## config.mk

```make
export PLATFORM = sky130hd
export DESIGN_NAME = char_prefetch_reader
export DESIGN_NICKNAME = d
export VERILOG_FILES = /design/src/rtl/char_prefetch_reader_pkg.sv /design/src/rtl/char_prefetch_reader_fifo.sv /design/src/rtl/char_prefetch_reader.sv
export SDC_FILE = /design/constraint.sdc
export NUM_CORES = 1
export LEC_CHECK = 0
export ABC_CLOCK_PERIOD_IN_PS = 2250
export BUFFER_PORTS_ARGS = -buffer_cell sky130_fd_sc_hd__buf_2
export CAP_MARGIN = 5
export CORE_MARGIN = 3
export CORE_UTILIZATION = 45
export CTS_CLUSTER_SIZE = 40
export DETAILED_ROUTE_END_ITERATION = 12
export PLACE_DENSITY = 0.67
export RECOVER_POWER = 100
export SKIP_CTS_REPAIR_TIMING = 1
export SYNTH_ARGS = -nofsm -noshare
export SYNTH_HDL_FRONTEND = slang
export SYNTH_HIERARCHICAL = 1
export SYNTH_SLANG_ARGS = --single-unit
```

## constraint.sdc

```tcl
create_clock -name CLOCK_50 -period 2.25 [get_ports CLOCK_50]
set_clock_uncertainty 0.2 [all_clocks]
set_input_delay 0.1125 -clock CLOCK_50 [delete_from_list [all_inputs] [get_ports CLOCK_50]]
set_output_delay 0.1125 -clock CLOCK_50 [all_outputs]
set_load 0.02 [all_outputs]
```

## src/rtl/char_prefetch_reader_pkg.sv

```systemverilog
// Shared character constants and fetch FSM state encodings for the document
// reader and the parser that consumes it.
package char_prefetch_reader_pkg;

    localparam int CHAR_BITES = 8;
    localparam logic [CHAR_BITES-1:0] CHAR_EOF = 8'h00;

    typedef enum logic [1:0] {
        ST_FILL  = 2'd0,
        ST_DRAIN = 2'd1,
        ST_END   = 2'd2
    } fetch_state_t;

endpackage

```

## src/rtl/char_prefetch_reader_fifo.sv

```systemverilog
// Small circular FIFO of characters.
// Latency: a push is visible at dout on the cycle after it is written.
// Backpressure: push is dropped when full unless a pop happens in the same cycle.
module char_fifo #(
    parameter int WIDTH = 8,
    parameter int DEPTH = 4
) (
    input  logic                     CLOCK_50,
    input  logic                     resetn,
    input  logic                     push,
    input  logic                     pop,
    input  logic [WIDTH-1:0]         din,
    output logic [WIDTH-1:0]         dout,
    output logic [$clog2(DEPTH):0]   count,
    output logic                     full,
    output logic                     empty
);

    localparam int PTR_W = $clog2(DEPTH);
    localparam int CNT_W = PTR_W + 1;

    logic [WIDTH-1:0] mem [DEPTH];
    logic [PTR_W-1:0] wr_ptr;
    logic [PTR_W-1:0] rd_ptr;
    logic             do_push;
    logic             do_pop;

    assign empty   = (count == '0);
    assign full    = (count == CNT_W'(DEPTH));
    assign do_pop  = pop && !empty;
    assign do_push = push && (!full || do_pop);
    assign dout    = mem[rd_ptr];

    always_ff @(posedge CLOCK_50) begin
        if (do_push) begin
            mem[wr_ptr] <= din;
        end
    end

    always_ff @(posedge CLOCK_50 or negedge resetn) begin
        if (!resetn) begin
            wr_ptr <= '0;
            rd_ptr <= '0;
            count  <= '0;
        end else begin
            if (do_push) begin
                wr_ptr <= wr_ptr + PTR_W'(1);
            end
            if (do_pop) begin
                rd_ptr <= rd_ptr + PTR_W'(1);
            end
            case ({do_push, do_pop})
                2'b10:   count <= count + CNT_W'(1);
                2'b01:   count <= count - CNT_W'(1);
                default: count <= count;
            endcase
        end
    end

endmodule

```

## src/rtl/char_prefetch_reader.sv

```systemverilog
// Prefetches a zero-terminated document from an external ROM into a FIFO and presents it one char at a time.
// Latency: next char 1 cycle after next_char; first char appears 4 cycles after reset release.
// Backpressure: reads stop while the char register, FIFO and in-flight byte already hold DEPTH bytes.
module char_prefetch_reader
    import char_prefetch_reader_pkg::*;
#(
    parameter int ADDR_W  = 12,
    parameter int DEPTH   = 4,
    parameter int MAX_LEN = 4096
) (
    input  logic                  CLOCK_50,
    input  logic                  resetn,
    input  logic                  next_char,
    input  logic [CHAR_BITES-1:0] rom_data,
    output logic [ADDR_W-1:0]     rom_addr,
    output logic                  rom_rd,
    output logic [CHAR_BITES-1:0] char,
    output logic                  char_valid,
    output logic                  eof
);

    localparam int CNT_W = $clog2(DEPTH) + 1;
    localparam logic [ADDR_W-1:0] LAST_ADDR = ADDR_W'(MAX_LEN - 1);
    localparam logic [ADDR_W-1:0] ADDR_TOP  = '1;

    fetch_state_t          state;
    logic                  rd_q;
    logic                  rd_last;
    logic [CHAR_BITES-1:0] fifo_dout;
    logic [CNT_W-1:0]      fifo_count;
    logic                  fifo_full;
    logic                  fifo_empty;
    logic                  ret_term;
    logic                  ret_final;
    logic                  fifo_push;
    logic                  fifo_pop;
    logic                  can_issue;
    logic [CNT_W:0]        occupancy;

    // rd_q marks the cycle in which rom_data carries the byte of the previous read.
    assign ret_term  = rd_q && (rom_data == CHAR_EOF);
    assign ret_final = rd_q && (ret_term || rd_last);
    assign fifo_push = rd_q && !ret_term;
    assign fifo_pop  = !fifo_empty && (state != ST_END) && (!char_valid || next_char);

    // The presented char counts against capacity so an idle consumer stalls reads after DEPTH bytes.
    assign occupancy = {1'b0, fifo_count} + (CNT_W+1)'(char_valid) + (CNT_W+1)'(rd_q);
    assign can_issue = (state == ST_FILL) && !rom_rd && !ret_final && !fifo_full
                       && (occupancy < (CNT_W+1)'(DEPTH));

    char_fifo #(
        .WIDTH (CHAR_BITES),
        .DEPTH (DEPTH)
    ) u_fifo (
        .CLOCK_50 (CLOCK_50),
        .resetn   (resetn),
        .push     (fifo_push),
        .pop      (fifo_pop),
        .din      (rom_data),
        .dout     (fifo_dout),
        .count    (fifo_count),
        .full     (fifo_full),
        .empty    (fifo_empty)
    );

    always_ff @(posedge CLOCK_50 or negedge resetn) begin
        if (!resetn) begin
            state      <= ST_FILL;
            rom_addr   <= '0;
            rom_rd     <= 1'b0;
            rd_q       <= 1'b0;
            rd_last    <= 1'b0;
            char       <= CHAR_EOF;
            char_valid <= 1'b0;
            eof        <= 1'b0;
        end else begin
            rd_q   <= rom_rd;
            rom_rd <= can_issue;
            if (can_issue) begin
                rd_last <= (rom_addr == LAST_ADDR);
            end
            if (rom_rd && (rom_addr != ADDR_TOP)) begin
                rom_addr <= rom_addr + ADDR_W'(1);
            end

            if (fifo_pop) begin
                char       <= fifo_dout;
                char_valid <= 1'b1;
            end else if (next_char && char_valid) begin
                char_valid <= 1'b0;
            end

            case (state)
                ST_FILL: begin
                    if (ret_final) begin
                        // Nothing buffered and nothing arriving: skip DRAIN entirely.
                        if (fifo_empty && !char_valid && !fifo_push) begin
                            state <= ST_END;
                            eof   <= 1'b1;
                        end else begin
                            state <= ST_DRAIN;
                        end
                    end
                end
                ST_DRAIN: begin
                    if (fifo_empty && !char_valid) begin
                        state <= ST_END;
                        eof   <= 1'b1;
                    end
                end
                default: begin
                    state <= ST_END;
                    eof   <= 1'b1;
                end
            endcase
        end
    end

endmodule

```

==> report_table.html, run 1 <==
<table>
<tr><th>Metric</th><th>Value</th></tr>
<tr><th colspan="2">Power</th></tr>
<tr><td>Power density of the placed cells</td><td>715 nW/µm²</td></tr>
<tr><td>Net switching share of the total power</td><td>21.3%</td></tr>
<tr><td>Static leakage</td><td>1.47 nW</td></tr>
<tr><td>Net switching power</td><td>0.538 mW</td></tr>
<tr><td>Combinational share of power</td><td>4.7%</td></tr>
<tr><td>Total power</td><td>2.53 mW</td></tr>
<tr><td>Sequential fraction of design power</td><td>50.9%</td></tr>
<tr><td>Internal power component</td><td>1.99 mW</td></tr>
<tr><td>Clk network pwr share</td><td>44.4%</td></tr>
<tr><td>Worst-case vdd ir drop</td><td>359 µV</td></tr>
<tr><th colspan="2">Place</th></tr>
<tr><td>Port Buffer Count</td><td>33</td></tr>
<tr><td>Detailed placement HPWL</td><td>3420 µm</td></tr>
<tr><td>Area of placed instances</td><td>3240 µm²</td></tr>
<tr><td>Routability cong.</td><td>0.766</td></tr>
<tr><th colspan="2">Synth</th></tr>
<tr><td>Most frequently used flop master after synthesis</td><td>sky130_fd_sc_hd__dfrtp_1</td></tr>
<tr><td>Number of cells produced by synthesis</td><td>185</td></tr>
<tr><td>Area share of the largest cell type after synthesis</td><td>34.3%</td></tr>
<tr><td>Register bit count reported by yosys</td><td>66</td></tr>
<tr><td>Summed instance area of the synthesized netlist</td><td>2800 µm²</td></tr>
<tr><td>Cell type contributing the most total cell area after synthesis</td><td>sky130_fd_sc_hd__edfxtp_1</td></tr>
<tr><td>Cell types occupying the most area after synthesis</td><td>sky130_fd_sc_hd__edfxtp_1 34%, sky130_fd_sc_hd__dfrtp_1 30%, sky130_fd_sc_hd__mux4_2 6.4%, sky130_fd_sc_hd__mux2_1 3.6%, sky130_fd_sc_hd__ha_1 3.1%</td></tr>
<tr><td>Fraction of registers with async set or reset after synthesis</td><td>51.5%</td></tr>
<tr><td>Fraction of the yosys area taken by sequential cells</td><td>64.6%</td></tr>
<tr><td>Library cells used by synthesis</td><td>41</td></tr>
<tr><td>Mean post-synth cell area</td><td>15.1 µm²</td></tr>
<tr><td>Net count of the mapped netlist</td><td>204</td></tr>
<tr><td>Number of enable flip-flop cells after synthesis</td><td>32</td></tr>
<tr><td>Yosys warning total</td><td>6</td></tr>
<tr><th colspan="2">Worst setup path</th></tr>
<tr><td>Critical Path Slowest Stage Cell</td><td>sky130_fd_sc_hd__dfrtp_1</td></tr>
<tr><td>Required time at the endpoint of the critical path</td><td>2320 ps</td></tr>
<tr><td>Gate family responsible for the most delay along the worst path</td><td>adder cells</td></tr>
<tr><td>Sequence of cells on the critical path</td><td>nor3_2 -&gt; a21o_1 -&gt; a21oi_4 -&gt; o21a_4 -&gt; inv_2 -&gt; ha_4 -&gt; inv_2 -&gt; fa_2 -&gt; xor2_1 -&gt; nor2_1 -&gt; xor2_1</td></tr>
<tr><td>Worst-path maximum fanout</td><td>4</td></tr>
<tr><td>Type of the worst setup path</td><td>register to register</td></tr>
<tr><td>Crit-path max cell delay</td><td>420 ps</td></tr>
<tr><td>CP endpoint kind</td><td>register</td></tr>
<tr><td>CP startpoint kind</td><td>register</td></tr>
<tr><td>CP bufs+invs</td><td>2</td></tr>
<tr><td>Worst endpoint data arrival time</td><td>2370 ps</td></tr>
<tr><th colspan="2">Finish</th></tr>
<tr><td>Number of antenna diodes</td><td>0</td></tr>
<tr><td>Number of fillers in the final layout</td><td>492</td></tr>
<tr><td>Fraction of final layout cells sized beyond drive strength 1</td><td>27.4%</td></tr>
<tr><td>Fin area</td><td>3540 µm²</td></tr>
<tr><td>Final standard cell utilization of the core</td><td>59.1%</td></tr>
<tr><td>Final net count</td><td>277</td></tr>
<tr><td>Layout area overhead</td><td>26.2%</td></tr>
<tr><th colspan="2">Floorplan</th></tr>
<tr><td>Die extent in y</td><td>84.9 µm</td></tr>
<tr><td>DIE AREA</td><td>7210 µm²</td></tr>
<tr><td>Initial cell density of the core</td><td>46.8%</td></tr>
<tr><td>Ports</td><td>34</td></tr>
<tr><td>Die width</td><td>84.9 µm</td></tr>
<tr><td>Number of standard-cell rows in the floorplan</td><td>28</td></tr>
<tr><td>Core area</td><td>5990 µm²</td></tr>
<tr><th colspan="2">Route</th></tr>
<tr><td>Drc violations</td><td>0</td></tr>
<tr><td>Total Wirelength</td><td>5120 µm</td></tr>
<tr><td>Mean number of vias per cell</td><td>5.14</td></tr>
<tr><td>Violation count after the first detailed-routing iteration</td><td>89</td></tr>
<tr><td>Residual antenna-violating net count after detailed routing</td><td>0</td></tr>
<tr><td>Routed length per instance</td><td>15.1 µm</td></tr>
<tr><td>Total via count in the routed design</td><td>1,738</td></tr>
<tr><td>Total iterations of the first detailed-routing run</td><td>4</td></tr>
<tr><th colspan="2">STA</th></tr>
<tr><td>Final setup viols</td><td>1</td></tr>
<tr><td>Count of final hold-check violations</td><td>0</td></tr>
<tr><td>Slew of the pin with the lowest slew margin</td><td>874 ps</td></tr>
<tr><td>RSZ-0062 raised after global routing</td><td>true</td></tr>
<tr><td>Remaining max-slew budget at the tightest pin</td><td>41.7%</td></tr>
<tr><td>Max frequency</td><td>433 MHz</td></tr>
<tr><td>Final Max Tran Viols</td><td>0</td></tr>
<tr><td>Final Worst Setup Slack</td><td>-57.3 ps</td></tr>
<tr><td>Share of the cycle needed by the critical path after routing</td><td>103%</td></tr>
<tr><td>Post-layout minimum cycle time</td><td>2310 ps</td></tr>
<tr><th colspan="2">Clock network</th></tr>
<tr><td>Cell at the root of the clock tree</td><td>sky130_fd_sc_hd__clkbuf_8</td></tr>
<tr><td>TritonCTS clock tree</td><td>built</td></tr>
<tr><td>Count of clock tree sinks</td><td>66</td></tr>
<tr><td>Max H-tree Level</td><td>3</td></tr>
<tr><td>Clock transition at the register clock pins on the worst setup and hold paths after CTS</td><td>70 ps</td></tr>
<tr><td>Buffers from clock root to sink, at most</td><td>2</td></tr>
<tr><td>Clk Latency, worst-skew pair</td><td>350 ps</td></tr>
<tr><td>CTS Buf Count</td><td>9</td></tr>
<tr><th colspan="2">GRT</th></tr>
<tr><td>GR Overflow Total</td><td>0</td></tr>
<tr><td>Global-route wire length before repair</td><td>8770 µm</td></tr>
<tr><td>All-layer global routing usage</td><td>15.9%</td></tr>
<tr><td>Pin count of the biggest net entering global routing</td><td>35</td></tr>
<tr><td>Number of global-route vias before repair</td><td>1,794</td></tr>
<tr><td>Number of antenna violations at the first check in global routing</td><td>0</td></tr>
<tr><th colspan="2">Min path</th></tr>
<tr><td>Type of the most critical hold path</td><td>input pin to register</td></tr>
<tr><th colspan="2">Run</th></tr>
<tr><td>Count of maximum capacitance violations</td><td>0</td></tr>
<tr><th colspan="2">Outcome</th></tr>
<tr><td>Run status</td><td>finished, violations left</td></tr>
<tr><td>Violated checks</td><td>setup timing</td></tr>
</table>
[final timing paths]
path                       cells after the start  slack (ps)                         from                          end
hold / removal                                 5          80                  rom_data[6]         state[0]$_DFFE_PN0P_
min in group asynchronous                      2         210                       resetn     rom_addr[11]$_DFFE_PN0P_
setup reg to reg                              11         -60  u_fifo/count[0]$_DFFE_PN0P_  u_fifo/count[2]$_DFFE_PN0P_
max in group asynchronous                      2        1080                       resetn       char_valid$_DFFE_PN0P_
hold reg to reg                                1         280              eof$_DFFE_PN0P_              eof$_DFFE_PN0P_
setup / recovery                              11         -60  u_fifo/count[0]$_DFFE_PN0P_  u_fifo/count[2]$_DFFE_PN0P_
[final cells by class]
class | count | area [µm²] | area share (%)
multi-input combinational | 107 | 975 | 27.5
clock buffer | 10 | 138 | 3.89
clock inverter | 6 | 88.8 | 2.51
sequential | 66 | 1810 | 51.2
tap | 75 | 93.8 | 2.65
inverter | 10 | 37.5 | 1.06
timing repair buffer | 64 | 394 | 11.1
[stage by stage]
step,worst slack [ps],hold WS (ps),std cells,TNS (ps)
after floorplan,-64.4,-383,185,-64.4
after global placement,-107,48.5,310,-107
after detailed placement,-111,51.8,310,-111
after CTS,-121,-327,326,-121
after global routing,-204,147,338,-215
final,-57.3,79.9,338,-57.3
[cells by family after synthesis]
kind of cell	share of synthesized area, %
xor+xnor	4.06
compound gates	3.66
buf+inv	1.65
simple gates	10.8
flops	64.6
mux	11.3
fa+ha+maj	3.84
[registers in the layout, summed over array words and instances, names as in the netlist]
signal and cells:
u_fifo/rd_ptr 2, rd_last 1, rd_q 1, char_valid 1
u_fifo/count 3, rom_rd 1, eof 1, state 2
u_fifo/wr_ptr 2, char 8, u_fifo/mem 32, rom_addr 12
[metal layers]
metal | vias up | wire length, µm | track usage [%]
met4 | 0 | 125 | 8.35
met5 | - | 0 | 0
met3 | 11 | 183 | 4.08
met1 | 863 | 2300 | 21.4
li1 | 834 | - | -
met2 | 30 | 2510 | 24.0
[worst reg2reg max path: cells and delay by family, from the launching register on]
family          cells  cell delay [ps]
fa+ha+maj           2              450
compound gates      3              430
flops               1              420
simple gates        2              350
xor+xnor            2              300
buf+inv             2               90
[synth_stat cells (all sizes together) (3+ instances only)]
library cell  count
nor2             10
nor4              5
xnor2             6
a21oi             5
dfrtp            34
nor3              3
mux2             10
xor2              7
nand3             3
nand2            10
ha                7
nand4             8
and2              5
edfxtp           32
mux4              8
inv              10
[cells in the final DEF, fill, tap and decap left out, drive strengths merged, types with 2 or more instances in the layout]
| cell | Yosys | final |
|---|---|---|
| nand2b | 2 | 2 |
| nor4 | 5 | 5 |
| xor2 | 7 | 7 |
| and2 | 5 | 5 |
| nand2 | 10 | 10 |
| edfxtp | 32 | 32 |
| xnor2 | 6 | 6 |
| ha | 7 | 7 |
| mux4 | 8 | 8 |
| dfrtp | 34 | 34 |
| inv | 10 | 11 |
| clkbuf | 0 | 34 |
| nor3 | 3 | 3 |
| mux2i | 2 | 2 |
| clkinvlp | 0 | 2 |
| dlygate4sd3 | 0 | 10 |
| buf | 2 | 30 |
| nand4 | 8 | 8 |
| a21o | 2 | 2 |
| o21ai | 2 | 2 |
| nor2 | 10 | 10 |
| bufinv | 0 | 2 |
| nand3 | 3 | 3 |
| mux2 | 10 | 10 |
| a21oi | 5 | 5 |
[power by group through the flow]
| stage | sequential, mW | clock (mW) | combinational (mW) |
|---|---|---|---|
| after floorplan | 1.32 | 0 | 0.0356 |
| after global placement | 1.31 | 0 | 0.106 |
| after detailed placement | 1.31 | 0 | 0.108 |
| after CTS | 1.29 | 1.15 | 0.109 |
| after global routing | 1.29 | 1.21 | 0.133 |
| final | 1.29 | 1.12 | 0.118 |
No activity file was read; power rests on OpenSTA's default activity.
==> inputs of run 2 (changes only) <==
--- a/config.mk
+++ b/config.mk
@@ -5,14 +5,16 @@
 export SDC_FILE = /design/constraint.sdc
 export NUM_CORES = 1
 export LEC_CHECK = 0
-export ABC_CLOCK_PERIOD_IN_PS = 2250
+export ABC_CLOCK_PERIOD_IN_PS = 2200
 export BUFFER_PORTS_ARGS = -buffer_cell sky130_fd_sc_hd__buf_2
 export CAP_MARGIN = 5
+export CELL_PAD_IN_SITES_DETAIL_PLACEMENT = 0
+export CELL_PAD_IN_SITES_GLOBAL_PLACEMENT = 1
 export CORE_MARGIN = 3
 export CORE_UTILIZATION = 45
 export CTS_CLUSTER_SIZE = 40
 export DETAILED_ROUTE_END_ITERATION = 12
-export PLACE_DENSITY = 0.67
+export PLACE_DENSITY_LB_ADDON = 0.1
 export RECOVER_POWER = 100
 export SKIP_CTS_REPAIR_TIMING = 1
 export SYNTH_ARGS = -nofsm -noshare
==> constraint.sdc (replaced) <==
create_clock -name CLOCK_50 -period 2.2 [get_ports CLOCK_50]
set_clock_uncertainty 0.2 [all_clocks]
set_input_delay 0.11 -clock CLOCK_50 [delete_from_list [all_inputs] [get_ports CLOCK_50]]
set_output_delay 0.11 -clock CLOCK_50 [all_outputs]
set_load 0.02 [all_outputs]
==> run 2 against run 1 <==
The flow still finishes with violations (setup timing); worst setup slack worse by 57 ps; via count unchanged; power down 5.1%; design area about the same; combinational power up 6%; critical path depth down 2; count of clock-buffer cells in the layout unchanged; sequential cell count unchanged; critical path type unchanged; critical endpoint unchanged; largest cell class unchanged.
==> report_table.html, run 2 (synthesized netlist as in run 1, its figures left out) <==
<table>
<tr><th>Metric</th><th>Value</th></tr>
<tr><th colspan="2">Outcome</th></tr>
<tr><td>Run status</td><td>finished, violations left</td></tr>
<tr><td>Violated checks</td><td>setup timing</td></tr>
<tr><th colspan="2">Route</th></tr>
<tr><td>Drc violations</td><td>0</td></tr>
<tr><td>Violation count after the first detailed-routing iteration</td><td>78</td></tr>
<tr><td>Routed length per instance</td><td>15.6 µm</td></tr>
<tr><td>Total via count in the routed design</td><td>1,738</td></tr>
<tr><td>Total Wirelength</td><td>5380 µm</td></tr>
<tr><td>Residual antenna-violating net count after detailed routing</td><td>0</td></tr>
<tr><td>Mean number of vias per cell</td><td>5.02</td></tr>
<tr><td>Total iterations of the first detailed-routing run</td><td>3</td></tr>
<tr><th colspan="2">Worst setup path</th></tr>
<tr><td>Required time at the endpoint of the critical path</td><td>2260 ps</td></tr>
<tr><td>Sequence of cells on the critical path</td><td>or3b_1 -&gt; o21a_4 -&gt; inv_4 -&gt; ha_4 -&gt; inv_2 -&gt; fa_2 -&gt; xor2_1 -&gt; nor2_1 -&gt; xor2_1</td></tr>
<tr><td>Crit-path max cell delay</td><td>430 ps</td></tr>
<tr><td>Type of the worst setup path</td><td>register to register</td></tr>
<tr><td>Worst endpoint data arrival time</td><td>2370 ps</td></tr>
<tr><td>CP endpoint kind</td><td>register</td></tr>
<tr><td>Worst-path maximum fanout</td><td>4</td></tr>
<tr><td>Critical Path Slowest Stage Cell</td><td>sky130_fd_sc_hd__dfrtp_2</td></tr>
<tr><td>CP startpoint kind</td><td>register</td></tr>
<tr><td>CP most frequent cell</td><td>sky130_fd_sc_hd__xor2_1</td></tr>
<tr><th colspan="2">GRT</th></tr>
<tr><td>Number of global-route vias before repair</td><td>1,791</td></tr>
<tr><td>All-layer global routing usage</td><td>16.3%</td></tr>
<tr><td>Pin count of the biggest net entering global routing</td><td>35</td></tr>
<tr><td>Number of antenna violations at the first check in global routing</td><td>0</td></tr>
<tr><td>GR Overflow Total</td><td>0</td></tr>
<tr><td>Global-route wire length before repair</td><td>8900 µm</td></tr>
<tr><th colspan="2">Finish</th></tr>
<tr><td>Fin area</td><td>3540 µm²</td></tr>
<tr><td>Most common cell after layout, fill and taps aside</td><td>sky130_fd_sc_hd__clkbuf_1</td></tr>
<tr><td>Sequential standard cell area</td><td>1810 µm²</td></tr>
<tr><td>Regs by FF count</td><td>u_fifo/mem x32, rom_addr x12, char x8</td></tr>
<tr><td>Final net count</td><td>285</td></tr>
<tr><td>Number of antenna diodes</td><td>0</td></tr>
<tr><td>Final standard cell utilization of the core</td><td>59.0%</td></tr>
<tr><td>Final Non-Filler Cells</td><td>346</td></tr>
<tr><td>Layout area overhead</td><td>26.2%</td></tr>
<tr><td>Fraction of final layout cells sized beyond drive strength 1</td><td>26.2%</td></tr>
<tr><td>Largest register FFs</td><td>32</td></tr>
<tr><td>Largest reg by FF count</td><td>u_fifo/mem</td></tr>
<tr><td>Number of fillers in the final layout</td><td>518</td></tr>
<tr><td>Total area of multi-input combinational cells</td><td>978 µm²</td></tr>
<tr><td>Most frequent cells in the layout</td><td>33 x sky130_fd_sc_hd__clkbuf_1, 32 x sky130_fd_sc_hd__dfrtp_1, 32 x sky130_fd_sc_hd__edfxtp_1</td></tr>
<tr><th colspan="2">Power</th></tr>
<tr><td>Internal power component</td><td>1.89 mW</td></tr>
<tr><td>Net switching power</td><td>0.517 mW</td></tr>
<tr><td>Net switching share of the total power</td><td>21.5%</td></tr>
<tr><td>Sequential fraction of design power</td><td>54.9%</td></tr>
<tr><td>Clk network pwr share</td><td>39.9%</td></tr>
<tr><td>Power density of the placed cells</td><td>679 nW/µm²</td></tr>
<tr><td>Worst-case vdd ir drop</td><td>363 µV</td></tr>
<tr><td>Combinational share of power</td><td>5.2%</td></tr>
<tr><td>Static leakage</td><td>1.45 nW</td></tr>
<tr><th colspan="2">Clock network</th></tr>
<tr><td>CTS Buf Count</td><td>9</td></tr>
<tr><td>Max H-tree Level</td><td>3</td></tr>
<tr><td>Cell at the root of the clock tree</td><td>sky130_fd_sc_hd__clkbuf_8</td></tr>
<tr><td>Count of clock tree sinks</td><td>66</td></tr>
<tr><td>TritonCTS clock tree</td><td>built</td></tr>
<tr><td>Buffers from clock root to sink, at most</td><td>2</td></tr>
<tr><td>Clk Latency, worst-skew pair</td><td>330 ps</td></tr>
<tr><td>Clock transition at the register clock pins on the worst setup and hold paths after CTS</td><td>70 ps</td></tr>
<tr><th colspan="2">Floorplan</th></tr>
<tr><td>Ports</td><td>34</td></tr>
<tr><td>DIE AREA</td><td>7210 µm²</td></tr>
<tr><td>Number of standard-cell rows in the floorplan</td><td>28</td></tr>
<tr><td>Die width</td><td>84.9 µm</td></tr>
<tr><td>Core area</td><td>5990 µm²</td></tr>
<tr><td>Die extent in y</td><td>84.9 µm</td></tr>
<tr><td>Initial cell density of the core</td><td>46.8%</td></tr>
<tr><th colspan="2">STA</th></tr>
<tr><td>Final Worst Setup Slack</td><td>-114 ps</td></tr>
<tr><td>Max frequency</td><td>432 MHz</td></tr>
<tr><td>Slew of the pin with the lowest slew margin</td><td>901 ps</td></tr>
<tr><td>Remaining max-slew budget at the tightest pin</td><td>39.9%</td></tr>
<tr><td>RSZ-0062 raised after global routing</td><td>true</td></tr>
<tr><td>Count of final hold-check violations</td><td>0</td></tr>
<tr><td>Final Max Tran Viols</td><td>0</td></tr>
<tr><td>Post-layout minimum cycle time</td><td>2310 ps</td></tr>
<tr><td>Final setup viols</td><td>2</td></tr>
<tr><td>Share of the cycle needed by the critical path after routing</td><td>105%</td></tr>
<tr><th colspan="2">Min path</th></tr>
<tr><td>Type of the most critical hold path</td><td>input pin to register</td></tr>
<tr><th colspan="2">Run</th></tr>
<tr><td>Count of maximum capacitance violations</td><td>0</td></tr>
<tr><th colspan="2">Place</th></tr>
<tr><td>Detailed placement HPWL</td><td>3710 µm</td></tr>
<tr><td>Post-placement cell count</td><td>316</td></tr>
<tr><td>Port Buffer Count</td><td>33</td></tr>
<tr><td>Area of placed instances</td><td>3270 µm²</td></tr>
<tr><td>Placement-stage worst setup slack</td><td>-161 ps</td></tr>
<tr><td>Routability cong.</td><td>0.781</td></tr>
</table>
## run 2: cell count changes in the layout (fill, tap and decap cells not counted), moves of 2 or more
cell                       previous run  this run
sky130_fd_sc_hd__clkbuf_1            23        33
sky130_fd_sc_hd__buf_2               14         7
sky130_fd_sc_hd__buf_4               15        22
sky130_fd_sc_hd__clkinv_2             1         4
sky130_fd_sc_hd__dfrtp_1             34        32
sky130_fd_sc_hd__dfrtp_2              0         2
## run 2: critical path: cells and delay by family (launching register included)
| family | cells | cell delay, ps |
|---|---|---|
| AO/OA/AOI/OAI | 1 | 250 |
| flip-flops | 1 | 430 |
| adder cells (fa/ha/maj) | 2 | 450 |
| XOR/XNOR | 2 | 300 |
| AND/OR/NAND/NOR | 2 | 530 |
| buffers and inverters | 2 | 80 |
## run 2: layout make-up
cell class	instances	share of cell area (%)
Clock buffer	10	3.61
Inverter	10	1.13
Clock inverter	6	1.63
Sequential cell	66	51.3
Timing Repair Buffer	72	12.0
Tap cell	75	2.65
Multi-Input combinational cell	107	27.7
## run 2: metrics by stage
stage,power (mW),hold slack (ps),setup TNS (ps)
4_1_cts,2.41,-318,-249
5_1_grt,2.51,160,-349
6_report,2.40,160,-119
2_1_floorplan,1.38,-386,-107
3_3_place_gp,1.45,30.5,-121
3_5_place_dp,1.45,47.4,-205
## run 2: final timing paths
check                                            startpoint                          end  slack, ps  cells past startpoint
max in group asynchronous                            resetn  u_fifo/count[2]$_DFFE_PN0P_        950                      2
worst min-delay path                            rom_data[3]         state[0]$_DFFE_PN0P_        160                      6
worst min register to register              eof$_DFFE_PN0P_              eof$_DFFE_PN0P_        280                      1
worst max-delay path            u_fifo/count[1]$_DFFE_PN0P_  u_fifo/count[2]$_DFFE_PN0P_       -110                      9
worst max register to register  u_fifo/count[1]$_DFFE_PN0P_  u_fifo/count[2]$_DFFE_PN0P_       -110                      9
min in group asynchronous                            resetn          char[4]$_DFFE_PN0P_        230                      2
## run 2: power by group through the flow
stage | Sequential (mW) | Combinational, mW | Clock [mW]
after floorplan | 1.35 | 0.0364 | 0
after global placement | 1.34 | 0.107 | 0
after detailed placement | 1.34 | 0.112 | 0
after CTS | 1.32 | 0.112 | 0.978
after global routing | 1.32 | 0.142 | 1.05
final | 1.32 | 0.125 | 0.958
## run 2: per-layer routing
metal | wire length (µm) | track usage (%)
met5 | 0 | 0
met4 | 63 | 7.34
met3 | 208 | 4.56
met2 | 2610 | 25.8
met1 | 2500 | 21.0
